File: src/rtl/fwd_hazard_unit_pkg.sv
// Shared types and select codes for the forwarding / load-use hazard unit.
// Pipeline-stage tracking slots and the producer test live here.
package fwd_pkg;

    localparam int SLOT_ADDR_W = 5;

    localparam logic [1:0] FWD_RF    = 2'b00;
    localparam logic [1:0] FWD_EXMEM = 2'b01;
    localparam logic [1:0] FWD_MEMWB = 2'b10;
    localparam logic [1:0] FWD_WB1   = 2'b11;

    typedef struct packed {
        logic                   valid;
        logic [SLOT_ADDR_W-1:0] rd;
        logic                   regwrite;
        logic                   memread;
    } stage_slot_t;

    // x0 is hard-wired zero, so a write to it never produces a forwardable value.
    function automatic logic is_producer(input logic valid, input logic regwrite,
                                         input logic [SLOT_ADDR_W-1:0] rd,
                                         input logic [SLOT_ADDR_W-1:0] src);
        return valid && regwrite && (rd != '0) && (rd == src);
    endfunction

endpackage

File: src/rtl/fwd_hazard_unit_if.sv
// ID-side request bundle and EX-side forwarding results, plus debug view of the stage slots.
// Handshake: no valid/ready; id_valid qualifies the ID fields each cycle, hold freezes everything.
interface fwd_hazard_unit_if
    import fwd_pkg::*;
#(
    parameter int REG_ADDR_W = 5
);
    logic                  hold;
    logic                  flush;
    logic                  id_valid;
    logic [REG_ADDR_W-1:0] id_rs1;
    logic [REG_ADDR_W-1:0] id_rs2;
    logic [REG_ADDR_W-1:0] id_rd;
    logic                  id_regwrite;
    logic                  id_memread;
    logic [1:0]            fwd_a_sel;
    logic [1:0]            fwd_b_sel;
    logic                  stall_id;
    logic                  ex_valid;
    stage_slot_t           ex_slot;
    stage_slot_t           mem_slot;
    stage_slot_t           wb_slot;
    stage_slot_t           wb1_slot;

    modport master (
        output hold, flush, id_valid, id_rs1, id_rs2, id_rd, id_regwrite, id_memread,
        input  fwd_a_sel, fwd_b_sel, stall_id, ex_valid,
        input  ex_slot, mem_slot, wb_slot, wb1_slot
    );

    modport slave (
        input  hold, flush, id_valid, id_rs1, id_rs2, id_rd, id_regwrite, id_memread,
        output fwd_a_sel, fwd_b_sel, stall_id, ex_valid,
        output ex_slot, mem_slot, wb_slot, wb1_slot
    );
endinterface

File: src/rtl/fwd_hazard_unit_sel_calc.sv
// Combinational select for one EX operand, evaluated on the slots as they stand before the edge.
// Each slot advances one stage at the edge, so EX->01, MEM->10, WB->11.
module fwd_sel_calc
    import fwd_pkg::*;
#(
    parameter bit ENABLE_WB1_FWD = 1'b1
) (
    input  logic [SLOT_ADDR_W-1:0] src,
    input  stage_slot_t            ex_slot,
    input  stage_slot_t            mem_slot,
    input  stage_slot_t            wb_slot,
    output logic [1:0]             sel
);
    logic unused_memread;
    assign unused_memread = &{1'b0, ex_slot.memread, mem_slot.memread, wb_slot.memread};

    always_comb begin
        sel = FWD_RF;
        if (is_producer(ex_slot.valid, ex_slot.regwrite, ex_slot.rd, src))
            sel = FWD_EXMEM;
        else if (is_producer(mem_slot.valid, mem_slot.regwrite, mem_slot.rd, src))
            sel = FWD_MEMWB;
        else if (ENABLE_WB1_FWD && is_producer(wb_slot.valid, wb_slot.regwrite, wb_slot.rd, src))
            sel = FWD_WB1;
    end
endmodule

File: src/rtl/fwd_hazard_unit.sv
// Tracks destinations through EX/MEM/WB/WB1, registers operand selects for EX,
// and raises the combinational load-use stall at ID.
module fwd_hazard_unit
    import fwd_pkg::*;
#(
    parameter int REG_ADDR_W     = 5,
    parameter bit ENABLE_WB1_FWD = 1'b1
) (
    input  logic                   clk,
    input  logic                   rst_n,
    fwd_hazard_unit_if.slave       bus
);
    logic [REG_ADDR_W-1:0] rs1, rs2, rd;
    stage_slot_t           ex_q, mem_q, wb_q, wb1_q;
    stage_slot_t           id_slot;
    logic [1:0]            a_sel_q, b_sel_q;
    logic [1:0]            a_calc, b_calc;
    logic                  load_use;
    logic                  stall;
    logic                  bubble;

    assign rs1 = bus.id_rs1;
    assign rs2 = bus.id_rs2;
    assign rd  = bus.id_rd;

    assign id_slot = '{valid: 1'b1, rd: rd, regwrite: bus.id_regwrite, memread: bus.id_memread};

    assign load_use = ex_q.memread &&
                      (is_producer(ex_q.valid, ex_q.regwrite, ex_q.rd, rs1) ||
                       is_producer(ex_q.valid, ex_q.regwrite, ex_q.rd, rs2));
    // A flushed ID instruction is dead anyway, so it must not stall the front end.
    assign stall  = bus.id_valid && !bus.flush && load_use;
    assign bubble = stall || bus.flush || !bus.id_valid;

    fwd_sel_calc #(.ENABLE_WB1_FWD(ENABLE_WB1_FWD)) u_calc_a (
        .src(rs1), .ex_slot(ex_q), .mem_slot(mem_q), .wb_slot(wb_q), .sel(a_calc)
    );

    fwd_sel_calc #(.ENABLE_WB1_FWD(ENABLE_WB1_FWD)) u_calc_b (
        .src(rs2), .ex_slot(ex_q), .mem_slot(mem_q), .wb_slot(wb_q), .sel(b_calc)
    );

    always_ff @(posedge clk or negedge rst_n) begin
        if (!rst_n) begin
            ex_q    <= '0;
            mem_q   <= '0;
            wb_q    <= '0;
            wb1_q   <= '0;
            a_sel_q <= FWD_RF;
            b_sel_q <= FWD_RF;
        end else if (!bus.hold) begin
            wb1_q   <= wb_q;
            wb_q    <= mem_q;
            mem_q   <= ex_q;
            ex_q    <= bubble ? '0 : id_slot;
            a_sel_q <= bubble ? FWD_RF : a_calc;
            b_sel_q <= bubble ? FWD_RF : b_calc;
        end
    end

    assign bus.fwd_a_sel = a_sel_q;
    assign bus.fwd_b_sel = b_sel_q;
    assign bus.stall_id  = stall;
    assign bus.ex_valid  = ex_q.valid;
    assign bus.ex_slot   = ex_q;
    assign bus.mem_slot  = mem_q;
    assign bus.wb_slot   = wb_q;
    assign bus.wb1_slot  = wb1_q;
endmodule
File: src/flat_wrapper.sv
// flat-port wrapper written by rule: the top's interface ports become plain ports
module fwd_hazard_unit_flat import fwd_pkg::*;
#(
    parameter int REG_ADDR_W     = 5,
    parameter bit ENABLE_WB1_FWD = 1'b1
)
  (clk, rst_n, bus_hold, bus_flush, bus_id_valid, bus_id_rs1, bus_id_rs2, bus_id_rd, bus_id_regwrite, bus_id_memread, bus_fwd_a_sel, bus_fwd_b_sel, bus_stall_id, bus_ex_valid, bus_ex_slot, bus_mem_slot, bus_wb_slot, bus_wb1_slot);
  fwd_hazard_unit_if #(.REG_ADDR_W(REG_ADDR_W)) bus_i ();
  input  logic clk;
  input  logic rst_n;
  input wire logic [$bits(bus_i.hold)-1:0] bus_hold;
  input wire logic [$bits(bus_i.flush)-1:0] bus_flush;
  input wire logic [$bits(bus_i.id_valid)-1:0] bus_id_valid;
  input wire logic [$bits(bus_i.id_rs1)-1:0] bus_id_rs1;
  input wire logic [$bits(bus_i.id_rs2)-1:0] bus_id_rs2;
  input wire logic [$bits(bus_i.id_rd)-1:0] bus_id_rd;
  input wire logic [$bits(bus_i.id_regwrite)-1:0] bus_id_regwrite;
  input wire logic [$bits(bus_i.id_memread)-1:0] bus_id_memread;
  output wire logic [$bits(bus_i.fwd_a_sel)-1:0] bus_fwd_a_sel;
  output wire logic [$bits(bus_i.fwd_b_sel)-1:0] bus_fwd_b_sel;
  output wire logic [$bits(bus_i.stall_id)-1:0] bus_stall_id;
  output wire logic [$bits(bus_i.ex_valid)-1:0] bus_ex_valid;
  output wire logic [$bits(bus_i.ex_slot)-1:0] bus_ex_slot;
  output wire logic [$bits(bus_i.mem_slot)-1:0] bus_mem_slot;
  output wire logic [$bits(bus_i.wb_slot)-1:0] bus_wb_slot;
  output wire logic [$bits(bus_i.wb1_slot)-1:0] bus_wb1_slot;
  assign bus_i.hold = bus_hold;
  assign bus_i.flush = bus_flush;
  assign bus_i.id_valid = bus_id_valid;
  assign bus_i.id_rs1 = bus_id_rs1;
  assign bus_i.id_rs2 = bus_id_rs2;
  assign bus_i.id_rd = bus_id_rd;
  assign bus_i.id_regwrite = bus_id_regwrite;
  assign bus_i.id_memread = bus_id_memread;
  assign bus_fwd_a_sel = bus_i.fwd_a_sel;
  assign bus_fwd_b_sel = bus_i.fwd_b_sel;
  assign bus_stall_id = bus_i.stall_id;
  assign bus_ex_valid = bus_i.ex_valid;
  assign bus_ex_slot = bus_i.ex_slot;
  assign bus_mem_slot = bus_i.mem_slot;
  assign bus_wb_slot = bus_i.wb_slot;
  assign bus_wb1_slot = bus_i.wb1_slot;
  fwd_hazard_unit #(.REG_ADDR_W(REG_ADDR_W), .ENABLE_WB1_FWD(ENABLE_WB1_FWD)) u_core (.clk(clk), .rst_n(rst_n), .bus(bus_i));
endmodule
File: config.mk
export PLATFORM = sky130hd
export DESIGN_NAME = fwd_hazard_unit_flat
export DESIGN_NICKNAME = d
export VERILOG_FILES = /design/src/rtl/fwd_hazard_unit_pkg.sv /design/src/rtl/fwd_hazard_unit_if.sv /design/src/rtl/fwd_hazard_unit_sel_calc.sv /design/src/rtl/fwd_hazard_unit.sv /design/src/flat_wrapper.sv
export SDC_FILE = /design/constraint.sdc
export NUM_CORES = 1
export LEC_CHECK = 0
export BUFFER_PORTS_ARGS = -buffer_cell sky130_fd_sc_hd__buf_2
export CAP_MARGIN = 20
export CORE_MARGIN = 1.5
export CORE_UTILIZATION = 53
export DETAILED_ROUTE_END_ITERATION = 10
export GPL_ROUTABILITY_DRIVEN = 0
export GPL_TIMING_DRIVEN = 0
export PLACE_DENSITY = 0.82
export SLEW_MARGIN = 0
export SYNTH_ARGS = -nofsm -noshare
export SYNTH_HDL_FRONTEND = slang
export SYNTH_SLANG_ARGS = --single-unit
File: constraint.sdc
create_clock -name clk -period 3.6 [get_ports clk]
set_clock_uncertainty 0.15 [all_clocks]
set_input_delay 0.18 -clock clk [delete_from_list [all_inputs] [get_ports clk]]
set_output_delay 0.18 -clock clk [all_outputs]
set_load 0.02 [all_outputs]
# Word level (Yosys, flattened, before mapping)
# Cells that the tools add are included.
[op_classes]
mux = 9
eq_ne = 6
n_reduce_logical = 23
[ops]
columns = ["cell", "n"]
rows = [
  ["$eq A5 B5 Y1", 6],
  ["$mux W2", 8],
  ["$logic_and A1 B1 Y1", 15],
  ["$reduce_bool A5 Y1", 3],
  ["$mux W8", 1],
  ["$logic_or A1 B1 Y1", 3],
  ["$logic_not A1 Y1", 2],
]
[totals]
regBits = 36

# Logic depth before layout (Yosys ltp)
# Gate-level depths: netlist (run 1).
[depth]
ltp_word = 9
depth_mapped = 6
ltp_nobuf = 5

# Modules after synthesis
# A second synthesis (run 1) with hierarchy kept.
[unflattened]
hier_cells = 194
area_unflattened_um2 = 2150.8
[modules_own_cells]
columns = ["module", "n_inst", "area_per_inst_um2", "cells_per_inst", "seq_area_each_um2"]
rows = [
  ["fwd_hazard_unit", 1, 1582.8, 124, 900.9],
  ["fwd_sel_calc", 2, 284.0, 35, 0.0],
]

# Worst setup path before layout (run 1)
# Ideal clock, no wire load.
[synth_timing]
path_kind = "reg-to-reg"
from = "reg u_core.ex_q (netlist bit u_core.bus.ex_slot[2])"
to = "reg u_core.ex_q (netlist bit u_core.bus.ex_slot[6])"
setup_ns = 0.066
t_arrival_ns = 1.986
setup_slack_ns = 1.398
period_less_slack_ns = 2.202
path_stages_with_launch = 7
t_required_ns = 3.384
path_cell_list = "dfrtp_1 > or4_1 > o211ai_2 > nor2_2 > a2111oi_4 > buf_6 > a22o_1"
[synth_between]
elab_chain_len = 9
word_cells_on_any_way = 12
[synth_lines]
columns = ["element", "line", "source"]
rows = [
  ["from (decl)", "fwd_hazard_unit.sv:14", "stage_slot_t ex_q, mem_q, wb_q, wb1_q;"],
  ["from (signal assigned)", "fwd_hazard_unit.sv:55", "ex_q <= bubble ? '0 : id_slot;"],
  ["$reduce_bool A5 Y1", "fwd_hazard_unit_pkg.sv:23", "return valid && regwrite && (rd != '0) && (rd == src);"],
  ["$logic_and A1 B1 Y1 (2 in series)", "fwd_hazard_unit_pkg.sv:23", ""],
  ["$logic_or A1 B1 Y1 (*)", "fwd_hazard_unit.sv:29", "(is_producer(ex_q.valid, ex_q.regwrite, ex_q.rd, rs1) ||"],
  ["$logic_and A1 B1 Y1 (*)", "fwd_hazard_unit.sv:28", "assign load_use = ex_q.memread &&"],
  ["$logic_and A1 B1 Y1 (*)", "fwd_hazard_unit.sv:32", "assign stall = bus.id_valid && !bus.flush && load_use;"],
  ["$logic_or A1 B1 Y1 (*) (2 in series)", "fwd_hazard_unit.sv:33", "assign bubble = stall || bus.flush || !bus.id_valid;"],
  ["$mux W8 (*)", "fwd_hazard_unit.sv:55", ""],
]
# Mark *: on every way between the ends. The rest lies on a longest branch, timed or not.
# A chain may end at the register's enable or synchronous reset.

# Final worst setup path (run 1)
[layout_timing]
from = "reg u_core.ex_q (netlist bit u_core.bus.ex_slot[3])"
to = "reg u_core.ex_q (netlist bit u_core.bus.ex_slot[2])"
# The elaborated chain is that of the path after synthesis.

==> results of run 1 <==
what timing repair did:
item | in CTS | in global routing
setup endpoints to repair | 0 | 0
hold endpoints to repair | 43 | 0
hold buffers | 8 | 0
sequential cells by signal, summed over array words and instances, names as in the netlist:
register	cells
u_core.bus.ex_slot	7
u_core.bus.wb_slot	8
u_core.bus.fwd_b_sel	2
u_core.bus.wb1_slot	8
u_core.bus.mem_slot	8
u_core.bus.fwd_a_sel	2
u_core.bus.ex_valid	1
metrics by stage:
stage,cells,util (%),area (um2)
after CTS,262,73.4,2300
final,262,73.4,2300
after floorplan,143,-,1790
after global placement,246,68.4,2140
after detailed placement,246,68.4,2140
after global routing,262,73.4,2300
worst register-to-register path, stage by stage (launching register included):
cell and delay [ps]:
dfrtp_1 480, or4_1 580, o211ai_2 230, nor2_2 90
a2111oi_4 420, buf_6 200, a22o_1 130
worst min path at each step:
stage	endpoint	slack, ps	start	depth (start not counted)
after floorplan	u_core.bus.ex_slot[0]	-270	rst_n	0
after detailed placement	u_core.bus.wb1_slot[7]	150	rst_n	1
after global routing	u_core.bus.fwd_a_sel[0]	20	bus_hold	3
after global placement	u_core.bus.wb1_slot[1]	130	rst_n	1
after CTS	u_core.bus.fwd_a_sel[0]	50	bus_hold	3
final	u_core.bus.fwd_a_sel[0]	50	bus_hold	3
metal layers:
metal  up-vias  track usage (%)
met5         -                0
li1        662                -
met4         0             8.70
met2        53             37.5
met3         9             7.35
met1       700             32.6
power groups by stage:
stage / Clock [mW] / Combinational [mW] / Sequential [mW]
6_report: 0.279 / 0.209 / 0.475
5_1_grt: 0.303 / 0.227 / 0.481
4_1_cts: 0.281 / 0.210 / 0.475
3_5_place_dp: 0 / 0.202 / 0.483
3_3_place_gp: 0 / 0.199 / 0.479
2_1_floorplan: 0 / 0.0865 / 0.516
synthesized netlist by cell type:
cell       number
o211ai_2        1
a21oi_1         2
nand2_1         4
or4_1           1
nor2_1          2
clkbuf_1        3
nand3_1         4
and2_1          1
a41o_1          1
dfrtp_1        36
mux2_2         23
o22ai_1         1
xnor2_1        14
a2111oi_4       1
buf_6           1
nand4_1         2
inv_1           2
o311a_1         2
xor2_1         16
nor2_2          1
a22o_1         11
o21ai_0         1
buf_4           1
a31o_1          1
or3_1           2
a21o_1          1
buf_1           1
nor3_1          7
cells in the final DEF (no fill, tap or decap), drive strengths merged, types with 3 or more instances in the layout:
| master | Yosys | layout |
|---|---|---|
| nand2 | 4 | 4 |
| xnor2 | 14 | 14 |
| clkbuf | 3 | 9 |
| mux2 | 23 | 23 |
| nor2 | 3 | 3 |
| buf | 3 | 62 |
| a22o | 11 | 11 |
| xor2 | 16 | 16 |
| dfrtp | 36 | 36 |
| nor3 | 7 | 7 |
| nand3 | 4 | 4 |
| dlygate4sd3 | 0 | 8 |
area by class of cell:
type | count | area (um2) | share of cell area (%)
multi-input combinational | 99 | 848 | 36.9
clock inverter | 2 | 35.0 | 1.53
inverter | 2 | 7.51 | 0.327
tap | 44 | 55.1 | 2.40
clock buffer | 6 | 41.3 | 1.80
buffer | 6 | 33.8 | 1.47
sequential | 36 | 901 | 39.2
timing repair buffer | 67 | 375 | 16.3
kinds of logic (layout without fill, tap and decap cells):
kind of cell | after synthesis | after routing | share of synthesized area, %
compound gates | 22 | 22 | 11.4
xor+xnor | 30 | 30 | 14.7
buf+inv | 8 | 83 | 2.31
flops | 36 | 36 | 50.3
mux | 23 | 23 | 14.5
simple gates | 24 | 24 | 6.85
==> run_results.csv, run 1 <==
group,metric,value,unit
status,status,"finished clean",
floorplanning,die_area,3740,um2
timing,slew_violations,0,
min_path,hp-class,"in2reg",
floorplanning,core-area,3130,um2
flow_run,drv_cap,0,
power,p_total,0.963,mW
floorplanning,num_rows,20,
logic_synthesis,synth.area.top_cells,"dfrtp_1 50%, mux2_2 14%, xor2_1 7.8%",
timing,fmax,428,MHz
logic_synthesis,yosysSeqAreaShare,50.3,%
critical_path,path_max_fanout,10,
critical_path,endpoint,"u_core.bus.ex_slot[2]",
grt,grt_pass1_wl,6.49,mm
clock_tree,cts_setup_buffers,0,
critical_path,cp.required,3730,ps
logic_synthesis,synth_nets,165,
critical_path,cp_num_buf_inv,1,
floorplanning,start_util,57.2,%
critical_path,r2r_slack,1270,ps
floorplanning,die_height,61.1,um
critical_path,crit_chain,"or4_1 > o211ai_2 > nor2_2 > a2111oi_4 > buf_6 > a22o_1",
critical_path,rr_startpoint,"u_core.bus.ex_slot[3]",
floorplanning,die_w,61.1,um
clock_tree,clkLatencyLatePin,350,ps
timing,relSlewSlack,48.0,%
grt,grt_max_degree,37,
grt,grt_util_all_layers,24.3,%
logic_synthesis,yosys_warnings,0,
grt,grt_overflow,0,
detailed_routing,met1_length,1.82,mm
critical_path,crit_type,"reg2reg",
power,power.switching,0.288,mW
power,sw_frac_of_total,29.9,%
power,power.share.clock,29.0,%
floorplanning,io_pins,60,
clock_tree,clockBufferDepth,2,
timing,rsz0062_at_grt,"no",
clock_tree,post_cts_resized,0,
clock_tree,cts_tree,"done",
timing,holdWs,53.3,ps
timing,fin_crit_sh,64.8,%
timing,hold_viol_final,0,
clock_tree,clkTransAtPathRegs,110,ps
detailed_routing,route.met3.wl,218,um
cells_and_area,synthToLayoutAreaGrowth,28.3,%
timing,fin_crit,2330,ps
cells_and_area,layout.nets,239,
detailed_routing,drt-pass1-iter-count,4,
placement,io_buffers,59,
clock_tree,htreeDepth,2,
clock_tree,root_buffer,"clkbuf_4",
detailed_routing,first_iter_violations,55,
detailed_routing,top_layer,"met4",
power,power_density,419,nW/um2
critical_path,endpoint_kind,"flop",
detailed_routing,met2_length,1.97,mm
timing,finalSetupTns,0,ps
power,p_int,0.675,mW
clock_tree,cts_buffers,5,
placement,hpwl,3.01,mm
detailed_routing,vias,1424,
detailed_routing,wl_per_cell,15.6,um
detailed_routing,routed_wirelength,4.10,mm
critical_path,crit_path_start_kind,"flop",
detailed_routing,postRouteAntennaNets,0,
power,combPwrFrac,21.7,%
logic_synthesis,avgSynthCellArea,12.5,um2
logic_synthesis,synth_top_area_share,50.3,%
grt,grt_pass1_vias,1354,
critical_path,cpLargestDelayFamily,"compound AO/OA/AOI/OAI gates",
logic_synthesis,yosysTopAreaCell,"dfrtp_1",
detailed_routing,routed_via_density,5.44,
timing,setup_ws,1270,ps
power,vdd_drop_max,0.000413,V
critical_path,cp-startpoint,"u_core.bus.ex_slot[3]",
clock_tree,clock_sinks,36,
placement,preCtsSetupSlack,1290,ps
cells_and_area,drive_above_1_share,43.1,%
logic_synthesis,synthCells,143,
power,total_leakage_power,1.22,nW
critical_path,reg2reg_to,"u_core.bus.ex_slot[2]",
cells_and_area,antennaDiodeCount,0,
timing,tightest_slew,780,ps
critical_path,arrival,2460,ps
critical_path,critical_path_depth,6,
grt,antenna_found_initial,0,
cells_and_area,num-fill-cells,230,
critical_path,slowest_stage,"or4_1",
logic_synthesis,ys_types,28,
critical_path,reg2regPathDepth,6,
timing,setup_violations,0,
power,pwr-share-seq,49.3,%
detailed_routing,drc,0,
logic_synthesis,synth_area,1790,um2
logic_synthesis,ys_ff_latch,36,
critical_path,max_stage_delay,580,ps
Power figures use the tool's default switching activity.
==> run 2, diff against run 1 <==
--- a/config.mk
+++ b/config.mk
@@ -8,11 +8,11 @@
 export BUFFER_PORTS_ARGS = -buffer_cell sky130_fd_sc_hd__buf_2
 export CAP_MARGIN = 20
 export CORE_MARGIN = 1.5
-export CORE_UTILIZATION = 53
+export CORE_UTILIZATION = 45
 export DETAILED_ROUTE_END_ITERATION = 10
 export GPL_ROUTABILITY_DRIVEN = 0
 export GPL_TIMING_DRIVEN = 0
-export PLACE_DENSITY = 0.82
+export PLACE_DENSITY = 0.74
 export SLEW_MARGIN = 0
 export SYNTH_ARGS = -nofsm -noshare
 export SYNTH_HDL_FRONTEND = slang
==> constraint.sdc (replaced) <==
create_clock -name clk -period 1.9 [get_ports clk]
set_clock_uncertainty 0.15 [all_clocks]
set_input_delay 0.095 -clock clk [delete_from_list [all_inputs] [get_ports clk]]
set_output_delay 0.095 -clock clk [all_outputs]
set_load 0.02 [all_outputs]
==> run 2 against run 1 <==
The run now ends with negative setup slack left. Critical path depth stayed put. Maximum frequency increased by 8.8%. Sequential share of layout area is 1.4 points lower. Setup slack got worse by 1500 ps. Register-to-register slack got worse by 1500 ps. Combinational power rose by 100%. Cell area increased by 4.1%. Worst hold slack improved by 89 ps. Wire length grew 3.5%. Total power grew 93%. Clock power is 97% higher. Critical endpoint is now u_core.bus.ex_slot[4].
==> run_results.csv, run 2 (synthesis gave the netlist of run 1 again) <==
group,metric,value,unit
detailed_routing,wl_per_cell,15.5,um
detailed_routing,vias,1421,
timing,fin_crit,2150,ps
critical_path,slowest_stage,"or4_4",
placement,preCtsSetupSlack,-332,ps
grt,grt_pass1_wl,6.83,mm
timing,tightest_slew,775,ps
power,p_total,1.86,mW
timing,setup_ws,-245,ps
detailed_routing,top_layer,"met4",
clock_tree,cts_buffers,5,
clock_tree,cts_tree,"done",
cells_and_area,antennaDiodeCount,0,
clock_tree,htreeDepth,2,
floorplanning,num_rows,22,
critical_path,cp.required,1980,ps
cells_and_area,fin_util,63.9,%
timing,hold_viol_final,0,
detailed_routing,drt-pass1-iter-count,4,
detailed_routing,drc,0,
detailed_routing,postRouteAntennaNets,0,
critical_path,crit_type,"reg2reg",
critical_path,max_stage_delay,530,ps
critical_path,path_max_fanout,5,
detailed_routing,met1_length,1.94,mm
clock_tree,clkTransAtPathRegs,70,ps
floorplanning,core-area,3740,um2
power,vdd_drop_max,0.000506,V
timing,rsz0062_at_grt,"yes",
cells_and_area,final_common_cell,"buf_2",
cells_and_area,synthToLayoutAreaGrowth,33.6,%
flow_run,drv_cap,0,
floorplanning,start_util,47.8,%
grt,grt_pass1_vias,1445,
critical_path,crit_path_start_kind,"flop",
detailed_routing,first_iter_violations,74,
floorplanning,die_w,66.1,um
min_path,hp-class,"in2reg",
timing,setup_violations,13,
power,total_leakage_power,1.26,nW
timing,slew_violations,0,
timing,relSlewSlack,48.4,%
critical_path,arrival,2220,ps
detailed_routing,routed_wirelength,4.24,mm
timing,fin_crit_sh,113,%
floorplanning,die_area,4370,um2
critical_path,endpoint_kind,"flop",
floorplanning,die_height,66.1,um
status,violations,"negative setup slack",
timing,fmax,466,MHz
placement,io_buffers,59,
detailed_routing,route.met3.wl,218,um
cells_and_area,layout_common_cells,"59 x buf_2, 33 x dfrtp_1, 23 x mux2_2, 16 x xor2_1, 14 x xnor2_1",
cells_and_area,layout.nets,247,
clock_tree,clock_sinks,36,
grt,grt_max_degree,37,
critical_path,crit_chain,"or4_4 > o211ai_2 > nor2_2 > a2111oi_4 > buf_4 > a22o_1",
cells_and_area,fin_area,2390,um2
power,power_density,779,nW/um2
floorplanning,io_pins,60,
grt,antenna_found_initial,0,
clock_tree,clkLatencyLatePin,290,ps
clock_tree,root_buffer,"clkbuf_8",
clock_tree,clockBufferDepth,2,
detailed_routing,met2_length,1.95,mm
detailed_routing,routed_via_density,5.19,
grt,grt_util_all_layers,21.7,%
placement,placed_area,2150,um2
grt,grt_overflow,0,
placement,hpwl,3.03,mm
cells_and_area,drive_above_1_share,47.8,%
status,status,"complete, but fails checks",
## run 2: cell types whose count changed in the layout (fill, tap and decap cells not counted), moves of 3 or more
cell	delta
dfrtp_1	-3
dfrtp_2	+3
clkbuf_4	-5
clkbuf_8	+6
buf_4	+8
## run 2: what timing repair did
| item | in CTS | in global routing |
|---|---|---|
| cloned | 1 | 0 |
| hold buffers | 8 | 0 |
| pin swaps | 7 | 2 |
| gates resized for setup | 4 | 0 |
| buffers inserted | 6 | 1 |
| hold endpoints to repair | 43 | 0 |
| endpoints found under the setup margin | 13 | 13 |
## run 2: area by class of cell
type,count,area [um2]
well taps,48,60.1
repair buffers,75,435
plain buffers,6,33.8
clock inverters,2,10.0
multi-input cells,99,858
inverters,2,7.51
fillers,327,1350
flip-flops and latches,36,905
clock buffers,6,82.6
## run 2: worst max-delay path: cells and delay by family (launching register included)
| kind | cells | cell delay (ps) |
|---|---|---|
| DFF | 1 | 400 |
| and+or+nand+nor | 2 | 610 |
| AOI/OAI and AO/OA | 3 | 700 |
| buffers and inverters | 1 | 220 |
## run 2: path summary, 6_finish.rpt
kind	from	endpoint	slack [ps]	cells past startpoint
setup / recovery	u_core.bus.ex_slot[2]	u_core.bus.ex_slot[4]	-250	6
hold reg to reg	u_core.bus.wb1_slot[4]	u_core.bus.wb1_slot[4]	350	1
setup reg to reg	u_core.bus.ex_slot[2]	u_core.bus.ex_slot[4]	-250	6
hold / removal	bus_hold	u_core.bus.fwd_a_sel[0]	140	4
max in group asynchronous	rst_n	u_core.bus.ex_slot[3]	800	2
min in group asynchronous	rst_n	u_core.bus.wb1_slot[1]	260	2
## run 2: routing by layer
metal  track usage (%)  vias to the layer above
met5                 0                        -
met4              11.5                        0
met3              4.60                       14
met2              35.5                       54
met1              26.9                      676
li1                  -                      677
## run 2: power by group
part	switching [mW]	total, mW	internal, mW
logic	0.230	0.418	0.188
registers	0.0680	0.896	0.828
clock network	0.260	0.549	0.289
total	0.558	1.86	1.30
## run 2: stage by stage
step           TNS (ps)  hold WS (ps)  instances
6_report          -2760           142        274
5_1_grt           -3730           149        274
4_1_cts           -3700          21.6        273
3_5_place_dp      -3490          65.4        250
3_3_place_gp      -3610          62.4        250
2_1_floorplan     -2300          -351        143
==> run 3, diff against run 2 <==
--- a/config.mk
+++ b/config.mk
@@ -5,14 +5,15 @@
 export SDC_FILE = /design/constraint.sdc
 export NUM_CORES = 1
 export LEC_CHECK = 0
+export ABC_AREA = 1
 export BUFFER_PORTS_ARGS = -buffer_cell sky130_fd_sc_hd__buf_2
 export CAP_MARGIN = 20
 export CORE_MARGIN = 1.5
-export CORE_UTILIZATION = 45
+export CORE_UTILIZATION = 47
 export DETAILED_ROUTE_END_ITERATION = 10
 export GPL_ROUTABILITY_DRIVEN = 0
 export GPL_TIMING_DRIVEN = 0
-export PLACE_DENSITY = 0.74
+export PLACE_DENSITY = 0.75
 export SLEW_MARGIN = 0
 export SYNTH_ARGS = -nofsm -noshare
 export SYNTH_HDL_FRONTEND = slang
==> run 3 against run 2 <==
The flow still finishes with violations (negative setup slack). Flip-flop and latch count unchanged. Register-to-register slack improved by 390 ps. Wire length increased by 35%. Non-clock buffer count decreased by 1. Critical endpoint is now bus_stall_id. Largest cell class is now multi-input combinational cells.
==> run_results.csv, run 3 <==
group,metric,value,unit
clock_tree,cts_tree,"done",
flow_run,drv_cap,0,
detailed_routing,drt-pass1-iter-count,6,
min_path,min-delay-start,"bus_flush",
floorplanning,io_pins,60,
clock_tree,clkTransAtPathRegs,80,ps
timing,relSlewSlack,45.6,%
logic_synthesis,yosysTopAreaCell,"dfrtp_1",
clock_tree,cts_buffers,5,
detailed_routing,routed_wirelength,5.71,mm
logic_synthesis,synth_nets,335,
timing,fin_crit_sh,101,%
status,status,"complete, but fails checks",
critical_path,reg2reg_to,"u_core.bus.ex_valid",
critical_path,crit_type,"reg2out",
detailed_routing,wl_per_cell,12.9,um
grt,grt_util_all_layers,23.6,%
timing,fmax,523,MHz
floorplanning,die_height,71.7,um
timing,setup_violations,1,
logic_synthesis,synthMostInstantiatedCell,"nand2_1",
logic_synthesis,ys_types,26,
floorplanning,core-area,4440,um2
power,power.switching,0.649,mW
detailed_routing,postRouteAntennaNets,0,
cells_and_area,num-fill-cells,406,
timing,fin_crit,1910,ps
timing,setup_ws,-12.2,ps
timing,hold_viol_final,0,
critical_path,path_max_fanout,7,
clock_tree,clkLatencyLatePin,290,ps
detailed_routing,first_iter_violations,76,
power,power_density,715,nW/um2
cells_and_area,fin_util,63.6,%
status,violations,"negative setup slack",
power,sw_frac_of_total,32.1,%
floorplanning,die_area,5140,um2
power,combPwrFrac,22.3,%
critical_path,rr_startpoint,"u_core.bus.ex_slot[3]",
clock_tree,clock_sinks,36,
cells_and_area,layout.nets,411,
logic_synthesis,synth.area.top_cells,"dfrtp_1 41%, nand2_1 25%, inv_1 4.9%",
cells_and_area,multi_input_area,1150,um2
detailed_routing,drc,0,
logic_synthesis,synth_area,2220,um2
power,vdd_drop_max,0.000511,V
critical_path,endpoint_kind,"output pin",
power,pwr-share-seq,43.5,%
logic_synthesis,synth_top_area_share,40.6,%
logic_synthesis,synthCells,313,
timing,holdWs,22.0,ps
grt,antenna_found_initial,0,
grt,grt_pass1_wl,9.43,mm
logic_synthesis,yosys_warnings,0,
clock_tree,root_buffer,"clkbuf_8",
floorplanning,die_w,71.7,um
placement,hpwl,4.22,mm
timing,rsz0062_at_grt,"yes",
cells_and_area,layout_common_cells,"144 x nand2_1, 59 x buf_2, 35 x dfrtp_1, 29 x inv_1, 19 x nor2_1",
logic_synthesis,ys_ff_latch,36,
cells_and_area,synthToLayoutAreaGrowth,27.4,%
floorplanning,num_rows,24,
grt,grt_overflow,0,
clock_tree,htreeDepth,2,
timing,slew_violations,0,
placement,io_buffers,59,
logic_synthesis,synthArstFlopShare,100,%
logic_synthesis,yosys-top-cells-count,"145 x nand2_1, 36 x dfrtp_1, 29 x inv_1",
critical_path,reg2regPathDepth,11,
logic_synthesis,ys.flop_type,"dfrtp_1",
grt,grt_max_degree,37,
critical_path,arrival,1670,ps
cells_and_area,antennaDiodeCount,0,
logic_synthesis,yosysSeqAreaShare,40.6,%
placement,preCtsSetupSlack,121,ps
power,power.share.clock,34.2,%
min_path,hold_depth,4,
power,total_leakage_power,1.63,nW
cells_and_area,seq_area,902,um2
min_path,hold_end,"u_core.bus.ex_valid",
clock_tree,clockBufferDepth,2,
logic_synthesis,avgSynthCellArea,7.09,um2
power,p_int,1.37,mW
cells_and_area,final_common_cell,"nand2_1",
critical_path,cp.required,1650,ps
grt,grt_pass1_vias,2086,
logic_synthesis,synth-edff-count,0,
critical_path,r2r_slack,140,ps
cells_and_area,drive_above_1_share,26.4,%
min_path,hp-class,"in2reg",
detailed_routing,routed_via_density,5.00,
critical_path,crit_path_start_kind,"flop",
timing,tightest_slew,816,ps
detailed_routing,vias,2212,
floorplanning,start_util,49.9,%
-- run 3: changes by cell type in the layout (fill, tap and decap cells not counted), sizes merged, moves of 3 or more --
| cell | before | now |
|---|---|---|
| nand3 | 4 | 23 |
| nand2 | 4 | 150 |
| xor2 | 16 | 7 |
| nor3 | 7 | 4 |
| inv | 2 | 33 |
| buf | 70 | 65 |
| a22o | 11 | 0 |
| o21ai | 1 | 18 |
| mux2 | 23 | 0 |
| xnor2 | 14 | 4 |
| nor2 | 3 | 21 |
-- run 3: logic make-up after synthesis --
group | Yosys count | synth area share, %
AO/OA/AOI/OAI | 20 | 4.51
XOR/XNOR | 11 | 4.34
buffers and inverters | 44 | 9.42
flip-flops | 36 | 40.6
AND/OR/NAND/NOR | 202 | 41.1
-- run 3: area by class of cell --
class / count / area share [%]
tap: 52 / 2.30
inverter: 33 / 4.47
multi-input combinational: 233 / 40.6
timing repair buffer: 70 / 14.5
buffer: 10 / 2.30
sequential: 36 / 31.9
clock inverter: 3 / 1.51
clock buffer: 5 / 2.43
-- run 3: routing by layer --
metal	vias to the layer above	share of wire, %	GRT usage [%]
met5	-	0	0
met4	0	2.1	7.55
met3	14	5.7	5.49
met2	71	47	37.2
met1	1023	45	32.4
li1	1104	-	-
-- run 3: worst max-delay path, stage by stage, from the launching register on --
cell	delay (ps)
dfrtp_1	390
buf_6	140
xnor2_1	160
nand2_2	90
nor2_2	100
nand3_2	100
nand2_4	110
nand2_8	50
nor3_4	110
buf_6	140
-- run 3: per-stage QoR --
stage | TNS (ps) | cell area (um2) | total power, mW | cells
finish | -12.2 | 2830 | 2.02 | 442
global route | -126 | 2830 | 2.12 | 442
CTS | -25.1 | 2810 | 2.02 | 442
detailed placement | 0 | 2580 | 1.32 | 424
global placement | 0 | 2580 | 1.31 | 424
floorplan | 0 | 2220 | 1.16 | 313
-- run 3: what timing repair did --
action,in CTS,in global routing
hold buffers,10,0
setup endpoints to repair,1,2
resized for setup,6,4
hold endpoints to repair,44,0
buffers inserted,1,0
pin swaps,1,1
-- run 3: worst max path at each step --
stage | startpoint | to | slack, ps | cells after the start
final | u_core.bus.ex_slot[2] | bus_stall_id | -10 | 9
after global routing | u_core.bus.ex_slot[3] | bus_stall_id | -130 | 9
after CTS | u_core.bus.ex_slot[3] | bus_stall_id | -30 | 9
after detailed placement | u_core.bus.ex_slot[6] | bus_stall_id | 120 | 8
after global placement | u_core.bus.ex_slot[6] | bus_stall_id | 140 | 8
after floorplan | u_core.bus.ex_slot[3] | bus_stall_id | 180 | 9
-- run 3: power by group through the flow --
stage,clock [mW],combinational [mW],sequential [mW]
2_1_floorplan,0,0.205,0.951
6_report,0.691,0.451,0.881
3_3_place_gp,0,0.420,0.891
4_1_cts,0.693,0.449,0.881
5_1_grt,0.731,0.502,0.891
3_5_place_dp,0,0.429,0.893
